**config.mk**
```make
export PLATFORM = sky130hd
export DESIGN_NAME = playback_controller
export DESIGN_NICKNAME = d
export VERILOG_FILES = /design/src/rtl/playback_controller_pkg.sv /design/src/rtl/playback_controller_seq_divider.sv /design/src/rtl/playback_controller.sv
export SDC_FILE = /design/constraint.sdc
export NUM_CORES = 1
export LEC_CHECK = 0
export BUFFER_PORTS_ARGS = -buffer_cell sky130_fd_sc_hd__buf_2
export CAP_MARGIN = 20
export CORE_MARGIN = 1
export CORE_UTILIZATION = 49
export CTS_BUF_LIST = sky130_fd_sc_hd__clkbuf_8
export CTS_CLUSTER_DIAMETER = 80
export CTS_CLUSTER_SIZE = 28
export DETAILED_ROUTE_END_ITERATION = 10
export PLACE_DENSITY = 0.65
export SETUP_SLACK_MARGIN = 0.05
export SYNTH_ARGS = -nofsm -noshare
export SYNTH_HDL_FRONTEND = slang
export SYNTH_SLANG_ARGS = --single-unit
```
**constraint.sdc**
```tcl
create_clock -name CLOCK_50 -period 9.8 [get_ports CLOCK_50]
set_clock_uncertainty 0.1 [all_clocks]
set_input_delay 1.96 -clock CLOCK_50 [delete_from_list [all_inputs] [get_ports CLOCK_50]]
set_output_delay 1.96 -clock CLOCK_50 [all_outputs]
set_load 0.01 [all_outputs]
```
**src/rtl/playback_controller_pkg.sv**
```systemverilog
// rtl/playback_controller_pkg.sv - shared constants, state encoding and divider width for playback_controller
package playback_controller_pkg;

    localparam int DIV_W = 32;

    localparam logic [2:0] ST_IDLE = 3'b001;
    localparam logic [2:0] ST_CALC = 3'b010;
    localparam logic [2:0] ST_RUN  = 3'b100;

    // Clock cycles per minute divided by steps per beat; divided by BPM this gives cycles per step.
    function automatic logic [DIV_W-1:0] calc_num(input longint unsigned clk_hz,
                                                  input longint unsigned steps_per_beat);
        return DIV_W'((clk_hz * 64'd60) / steps_per_beat);
    endfunction

endpackage

```
**src/rtl/playback_controller_seq_divider.sv**
```systemverilog
// rtl/playback_controller_seq_divider.sv - restoring radix-2 sequential divider, one quotient bit per cycle
module seq_divider
    import playback_controller_pkg::*;
(
    input  logic             Clock,
    input  logic             nReset,
    input  logic             start,
    input  logic [DIV_W-1:0] dividend,
    input  logic [DIV_W-1:0] divisor,
    output logic             busy,
    output logic             done,
    output logic [DIV_W-1:0] quotient
);

    localparam int CW = $clog2(DIV_W + 1);

    logic [DIV_W-1:0] rem_q, rem_d, quo_q, quo_d, dvs_q, dvs_d;
    logic [CW-1:0]    cnt_q, cnt_d;
    logic             busy_q, busy_d, done_q, done_d;
    logic [DIV_W:0]   shifted, diff;

    always_comb begin
        rem_d   = rem_q;
        quo_d   = quo_q;
        dvs_d   = dvs_q;
        cnt_d   = cnt_q;
        busy_d  = busy_q;
        done_d  = 1'b0;
        shifted = {rem_q, quo_q[DIV_W-1]};
        diff    = shifted - {1'b0, dvs_q};
        // A new start always restarts, so a discarded computation never leaks a done pulse.
        if (start) begin
            rem_d  = '0;
            quo_d  = dividend;
            dvs_d  = divisor;
            cnt_d  = CW'(DIV_W);
            busy_d = 1'b1;
        end else if (busy_q) begin
            if (!diff[DIV_W]) begin
                rem_d = diff[DIV_W-1:0];
                quo_d = {quo_q[DIV_W-2:0], 1'b1};
            end else begin
                rem_d = shifted[DIV_W-1:0];
                quo_d = {quo_q[DIV_W-2:0], 1'b0};
            end
            cnt_d = cnt_q - CW'(1);
            if (cnt_q == CW'(1)) begin
                busy_d = 1'b0;
                done_d = 1'b1;
            end
        end
    end

    always_ff @(posedge Clock or negedge nReset) begin
        if (!nReset) begin
            rem_q  <= '0;
            quo_q  <= '0;
            dvs_q  <= '0;
            cnt_q  <= '0;
            busy_q <= 1'b0;
            done_q <= 1'b0;
        end else begin
            rem_q  <= rem_d;
            quo_q  <= quo_d;
            dvs_q  <= dvs_d;
            cnt_q  <= cnt_d;
            busy_q <= busy_d;
            done_q <= done_d;
        end
    end

    assign busy     = busy_q;
    assign done     = done_q;
    assign quotient = quo_q;

endmodule

```
**src/rtl/playback_controller.sv**
```systemverilog
// rtl/playback_controller.sv - step-timing engine: tempo division, step ticks, loop counting, abort
module playback_controller
    import playback_controller_pkg::*;
#(
    parameter int CLK_HZ         = 50_000_000,
    parameter int STEPS          = 16,
    parameter int STEPS_PER_BEAT = 4
) (
    input  logic                     CLOCK_50,
    input  logic                     nReset,
    input  logic [9:0]               BPM,
    input  logic [6:0]               Loops,
    input  logic                     Start,
    input  logic                     Abort,
    output logic                     play_en,
    output logic                     StepTick,
    output logic [$clog2(STEPS)-1:0] Step,
    output logic [6:0]               LoopsLeft,
    output logic                     Done
);

    localparam int               SW        = $clog2(STEPS);
    localparam logic [DIV_W-1:0] NUM       = calc_num(CLK_HZ, STEPS_PER_BEAT);
    localparam logic [SW-1:0]    LAST_STEP = SW'(STEPS - 1);

    logic [2:0]       state_q, state_d;
    logic             start_q, start_d;
    logic [6:0]       loops_left_q, loops_left_d;
    logic [SW-1:0]    step_q, step_d;
    logic [DIV_W-1:0] cnt_q, cnt_d, period_q, period_d;
    logic             play_en_q, play_en_d, step_tick_q, step_tick_d, done_q, done_d;

    logic             start_edge, div_start, div_busy, div_done;
    logic [DIV_W-1:0] div_quotient;

    seq_divider u_div (
        .Clock   (CLOCK_50),
        .nReset  (nReset),
        .start   (div_start),
        .dividend(NUM),
        .divisor (DIV_W'(BPM)),
        .busy    (div_busy),
        .done    (div_done),
        .quotient(div_quotient)
    );

    always_comb begin
        state_d      = state_q;
        start_d      = Start;
        loops_left_d = loops_left_q;
        step_d       = step_q;
        cnt_d        = cnt_q;
        period_d     = period_q;
        play_en_d    = play_en_q;
        step_tick_d  = 1'b0;
        done_d       = 1'b0;
        div_start    = 1'b0;
        start_edge   = Start & ~start_q;
        case (state_q)
            ST_IDLE: begin
                if (start_edge && BPM != 10'd0 && Loops != 7'd0) begin
                    state_d      = ST_CALC;
                    loops_left_d = Loops;
                    play_en_d    = 1'b1;
                    div_start    = 1'b1;
                end
            end
            ST_CALC: begin
                if (Abort) begin
                    state_d      = ST_IDLE;
                    play_en_d    = 1'b0;
                    step_d       = '0;
                    loops_left_d = '0;
                    cnt_d        = '0;
                end else if (div_done && !div_busy) begin
                    state_d     = ST_RUN;
                    step_d      = '0;
                    step_tick_d = 1'b1;
                    cnt_d       = '0;
                    period_d    = (div_quotient == '0) ? DIV_W'(1) : div_quotient;
                end
            end
            ST_RUN: begin
                if (Abort) begin
                    state_d      = ST_IDLE;
                    play_en_d    = 1'b0;
                    step_d       = '0;
                    loops_left_d = '0;
                    cnt_d        = '0;
                end else if (cnt_q == period_q - DIV_W'(1)) begin
                    cnt_d = '0;
                    if (step_q != LAST_STEP) begin
                        step_d      = step_q + SW'(1);
                        step_tick_d = 1'b1;
                    end else if (loops_left_q > 7'd1) begin
                        step_d       = '0;
                        loops_left_d = loops_left_q - 7'd1;
                        step_tick_d  = 1'b1;
                    end else begin
                        state_d      = ST_IDLE;
                        play_en_d    = 1'b0;
                        done_d       = 1'b1;
                        loops_left_d = '0;
                        step_d       = '0;
                    end
                end else begin
                    cnt_d = cnt_q + DIV_W'(1);
                end
            end
            default: state_d = ST_IDLE;
        endcase
    end

    always_ff @(posedge CLOCK_50 or negedge nReset) begin
        if (!nReset) begin
            state_q      <= ST_IDLE;
            start_q      <= 1'b0;
            loops_left_q <= '0;
            step_q       <= '0;
            cnt_q        <= '0;
            period_q     <= '0;
            play_en_q    <= 1'b0;
            step_tick_q  <= 1'b0;
            done_q       <= 1'b0;
        end else begin
            state_q      <= state_d;
            start_q      <= start_d;
            loops_left_q <= loops_left_d;
            step_q       <= step_d;
            cnt_q        <= cnt_d;
            period_q     <= period_d;
            play_en_q    <= play_en_d;
            step_tick_q  <= step_tick_d;
            done_q       <= done_d;
        end
    end

    assign play_en   = play_en_q;
    assign StepTick  = step_tick_q;
    assign Step      = step_q;
    assign LoopsLeft = loops_left_q;
    assign Done      = done_q;

endmodule

```
Word level (Yosys, flattened, before mapping). Index checks and enable logic that the tools add are counted.

Bits in registers: 164. Bits of input ports: 21. Output and inout bits: 14. Word-level logic and storage cells: 115.

Add/subtract/negate cells: 6. Magnitude comparators: 1. Eq/ne operators: 12. Muxes and demuxes: 62. Bitwise logic cells: 3. Reduce and logical (&&, ||, !) cells: 16.

Operator list (count): 32-bit 2-to-1 mux (10); 32-bit one-hot mux with 2 select lines (1); 7-bit 2-to-1 mux (6); 33-bit by 10-bit subtractor with 33-bit output (1); 32-bit by 1-bit adder with 32-bit output, second input constant (1); 32-bit equality test (1); 32-bit zero test (1); 32-bit by 1-bit subtractor with 32-bit output, second input constant (1); 1-bit 2-to-1 mux (26); 3-bit 2-to-1 mux (7); 7-bit one-hot mux with 3 select lines (1); 4-bit 2-to-1 mux (5); 6-bit 2-to-1 mux (2); 3-bit != test, second input constant (4); 5-bit AND reduction (2); 10-bit nonzero test (1); 3-bit one-hot mux with 3 select lines (1); 4-bit one-hot mux with 2 select lines (1); 7-bit by 1-bit > comparator with 1-bit output, second input constant (1); 7-bit nonzero test (1); 7-bit by 1-bit subtractor with 7-bit output, second input constant (1); 6-bit by 1-bit equality test with 1-bit output, second input constant (1); 3-bit AND reduction (2); 6-bit AND reduction (1); 16 further kinds (21).

Longest topological paths before layout.
Depth in word-level cells: 7. Mapped depth: 12. Gate-level depth less buffers: 11.

Modules after synthesis. A second synthesis with hierarchy kept.

Cell total of the unflattened synthesis: 1411. Area total of the unflattened synthesis: 11933.9 um^2.

By module, submodules not included: seq_divider (instances 1, cells an instance 778, area an instance 6682.7 um^2); playback_controller (instances 1, cells an instance 633, area an instance 5251.3 um^2).

Worst setup path after synthesis. Ideal clock, no wire load.

Path kind: input -> register. Start: in Start. End: reg loops_left_q[0], in the netlist LoopsLeft[0]. Setup time: 0.132 ns. Arrival: 3.474 ns. Data required time: 9.568 ns. Setup slack: 6.094 ns. Stages: 8. Path buffers: 1. Path through: nor4bb_1 -> nand3_1 -> and2_1 -> o22a_1 -> or4_1 -> o21a_1 -> clkbuf_1 -> mux2i_1.

Cells in the longest elaborated chain, start to end: 5.

Ends and longest elaborated chain: start: declaration (line playback_controller.sv:13) `input logic Start,`; 1-bit AND (line playback_controller.sv:58) `start_edge = Start & ~start_q;`; 1-bit logical AND (2 in a row) (line playback_controller.sv:61) `if (start_edge && BPM != 10'd0 && Loops != 7'd0) begin`; 2-bit != test (no line); 5-bit AND reduction (no line); end signal: assignment (line playback_controller.sv:128) `loops_left_q <= loops_left_d;`; end: declaration (line playback_controller.sv:28) `logic [6:0] loops_left_q, loops_left_d;`.

No other way between the ends. A chain may end at the register's enable or synchronous reset.

Worst setup path after layout.
Start: reg period_q[0]. End: reg step_q[1], in the netlist Step[1].

Cells in the longest elaborated chain, start to end: 4.

Ends and longest elaborated chain: start: declaration (line playback_controller.sv:30) `logic [DIV_W-1:0] cnt_q, cnt_d, period_q, period_d;`; start signal: assignment (line playback_controller.sv:131) `period_q <= period_d;`; 32-bit by 1-bit subtractor with 32-bit output (line playback_controller.sv:90) `end else if (cnt_q == period_q - DIV_W'(1)) begin`; 32-bit equality test (line playback_controller.sv:90); 3-bit != test (no line); 3-bit AND reduction (no line); end signal: assignment (line playback_controller.sv:129) `step_q <= step_d;`; end: declaration (line playback_controller.sv:29) `logic [SW-1:0] step_q, step_d;`.

No other way between the ends.

==> run summary <==
Status: finished, final reports clean
Die W: 143 um
Final Instance Area: 10500 um2
H-tree depth: 4
Multi-input gate area: 5290 um2
Adder-cell area share of the yosys netlist: 2.39%
Placed insts: 1291
Seq cells post-synth: 164
Max-slew headroom: 35.1%
Crit path max-delay cell type: a21oi_2
Largest area contributor in the netlist: dfrtp_1
Post-CTS resize count: 0
CP required: 10.03 ns
Sequential Area: 4110 um2
Worst vdd ir: 172 uV
Largest family of logic cells by synthesized area: simple AND/OR/NAND/NOR gates
Vias in the first global route: 7381
Clk slew on worst S/H paths: 0.10 ns
Fill count: 1748
DRC violation total after the first TritonRoute iteration: 470
Worst path arrival time: 4.76 ns
Total number of vias: 7770
Post-synth top area share: 42.0%
Die area: 20400 um2
Final nets: 1085
Area delta synth->final: 8.40%
Worst setup EP type: flop
Met3 usage: 5.33%
Max-cap violations: 0
Syn Std Cell Area: 9720 um2
Worst setup SP type: flop
Syn nets: 1077
Rows: 51
Mux share of post-synthesis cell area: 8.52%
RSZ-0062 raised after global routing: no
Pwr per Cell Area: 224 nW/um2
Post-synth EDFFs: 0
Pint: 0.00147 W
Clock latency on the worst-skew pair: 0.48 ns
Compound-gate portion of the synthesized area: 12.5%
Number of port buffers: 34
CTS hold repair buffers: 0
Total track usage: 23.4%
Switching power: 0.000891 W
Vias/cell: 5.87
Ys flop type: dfrtp_1
Met2 Use GR: 36.5%
Flop pwr share: 42.9%
Sw Share: 37.8%
Busiest grt layer: met2
First-pass GRT wire length: 37700 um
Routed Antenna Nets: 0
# IOs: 35
Part of the cycle the worst path needs: 46.2%
Post-route setup TNS: 0 ns
Global placer's final weighted congestion: 0.950
Die Span Y: 143 um
Overflow after GRT: 0
Core ar.: 19500 um2
Post-CTS Setup Inserts: 0
Post-route DRC: 0
Area post-placement: 10100 um2
Worst Hold Class: flop to flop
Xor/xnor share of the synthesized area: 7.21%
CP max FO: 33
Max incr delay on CP: 0.83 ns
Clock Path Buffers: 2
Top cells by area, synth: dfrtp_1 (42%), mux2i_1 (5.0%), xnor2_1 (3.9%)
Logic pwr share: 34.1%
Diode count: 0
Grt met1 use: 32.7%
P_leak: 4.78 nW
Crit Path Class: flop to flop
Mapped Cells: 1038
Clock Sink Count: 164
Sequential-to-total area share from yosys stat: 42.2%
CTS root buf: clkbuf_8
Final-report setup violation count: 0
Total wire length: 22200 um
Total CTS buffers: 17
Fmax: 221 MHz
Cell chain of the critical path: inv_1, ha_1, nor4b_4, nand4_1, or4b_2, a32oi_1, and4bb_1, nand4b_2, a21oi_2, o2bb2ai_1
Synth cell types: 74
Mean Syn Cell Area: 9.37 um2
Starting Density: 50.0%
Largest net degree at the start of global routing: 99
Simple-Gate Fraction of Synth Area: 23.6%
Clk pwr share: 23.0%
Post-DP HPWL: 15100 um
Pins over their slew limit: 0
Share of layout cells above drive strength 1: 12.6%
Synth warn: 0
Final min period: 4.53 ns
Worst slew pin tran: 0.960 ns
Hold Vio Cnt, Final: 0
Drt pass-1 iters: 7
Initial antenna violation count: 0
CTS tree: yes
Layout Cells excl Fill: 1324
WL per Instance: 16.8 um
Fraction of registers with async set or reset after synthesis: 100%
==> cells by family after synthesis <==
kind of cell	count (synthesis)
AND/OR/NAND/NOR	424
AO/OA/AOI/OAI	188
flip-flops	164
buffers and inverters	85
XOR/XNOR	80
multiplexers	79
adder cells (fa/ha/maj)	18
==> placed cells by master, fill, tap and decap left out, types with 10 or more instances in the layout <==
master,instances
dfrtp_1,162
nor2_1,95
nand2_1,82
o21ai_0,56
mux2i_1,49
xnor2_1,43
a21oi_1,39
xor2_1,37
nand3_1,36
nor4_1,35
inv_1,33
buf_2,33
nor3_1,30
nand4_1,30
mux2_2,30
ha_1,17
clkbuf_8,17
or4_1,14
and2_1,12
a31oi_1,12
o211ai_1,11
a211oi_1,11
and3_1,11
nand2b_1,10
or3_1,10
==> metal layers <==
layer	vias up	share of wire, %
met1	3762	49
met4	0	1.4
li1	3828	-
met5	-	0
met2	153	45
met3	27	4.8
==> power groups by stage <==
stage,combinational (W),sequential [W],clock (W)
2_1_floorplan,0.000661,0.000972,0
3_5_place_dp,0.000801,0.00102,0
5_1_grt,0.000920,0.00104,0.000589
3_3_place_gp,0.000785,0.00102,0
6_report,0.000805,0.00101,0.000543
4_1_cts,0.000803,0.00101,0.000556
==> worst paths after layout <==
path,from,to,slack [ns],cells past startpoint
worst max-delay path,period_q[0],Step[1],5.27,10
max in group asynchronous,nReset,u_div.busy,6.64,2
worst min-delay path,u_div.dvs_q[0],u_div.dvs_q[0],0.39,2
worst max register to register,period_q[0],Step[1],5.27,10
min in group asynchronous,nReset,LoopsLeft[0],1.46,1
worst min register to register,u_div.dvs_q[0],u_div.dvs_q[0],0.39,2
==> critical path: cells and delay by family (launching register included) <==
| family | cells | cell delay [ns] |
|---|---|---|
| AND/OR/NAND/NOR | 5 | 2.36 |
| AO/OA/AOI/OAI | 3 | 1.19 |
| flip-flops | 1 | 0.42 |
| adder cells (fa/ha/maj) | 1 | 0.21 |
| buffers and inverters | 1 | 0.10 |
==> sequential cells by signal (all words and copies together), names as in the netlist, 3 cells and up <==
name,cells
Step,4
u_div.cnt_q,6
u_div.rem_q,32
period_q,32
cnt_q,32
state_q,3
LoopsLeft,7
u_div.quotient,32
u_div.dvs_q,10
==> area by class of cell <==
class	count	area share [%]
clock buffers	17	2.22
clock inverters	15	1.88
inverters	32	1.14
multi-input cells	789	50.2
flip-flops and latches	164	39.0
well taps	265	3.15
repair buffers	42	2.43
==> cell usage after synthesis (4+ instances only) <==
library cell  number
dfrtp_1          163
xnor2_1           43
a31oi_1           12
or2_2              4
nor4b_1            7
mux2i_1           49
and3_1            11
nor2_1            96
o41ai_1            4
a21oi_1           39
nor2b_1            8
nand4b_1           4
clkbuf_1          46
a32oi_1            5
or4_1             14
nand4_1           30
or4b_2             4
a211oi_1          11
o22ai_1            5
o211ai_1          11
and2_1            12
nand2_1           82
nor3_1            31
mux2_2            30
ha_1              17
o21ai_0           56
o311ai_0           8
nor4_1            35
inv_1             32
or3_1             10
o2bb2ai_1          4
o21a_1             4
nand2b_1          10
a21o_1             5
nand3b_1           4
buf_2              4
nand3_1           36
xor2_1            37
==> metrics by stage <==
stage | setup slack (ns) | hold WS [ns] | util (%) | total power (W)
final | 5.27 | 0.391 | 54.1 | 0.00236
after CTS | 5.28 | 0.390 | 54.0 | 0.00237
after detailed placement | 5.33 | 0.367 | 51.8 | 0.00182
after global routing | 4.91 | 0.419 | 54.1 | 0.00254
after global placement | 5.45 | 0.364 | 51.8 | 0.00181
after floorplan | 6.09 | 0.350 | - | 0.00163
Power figures use the tool's default switching activity.
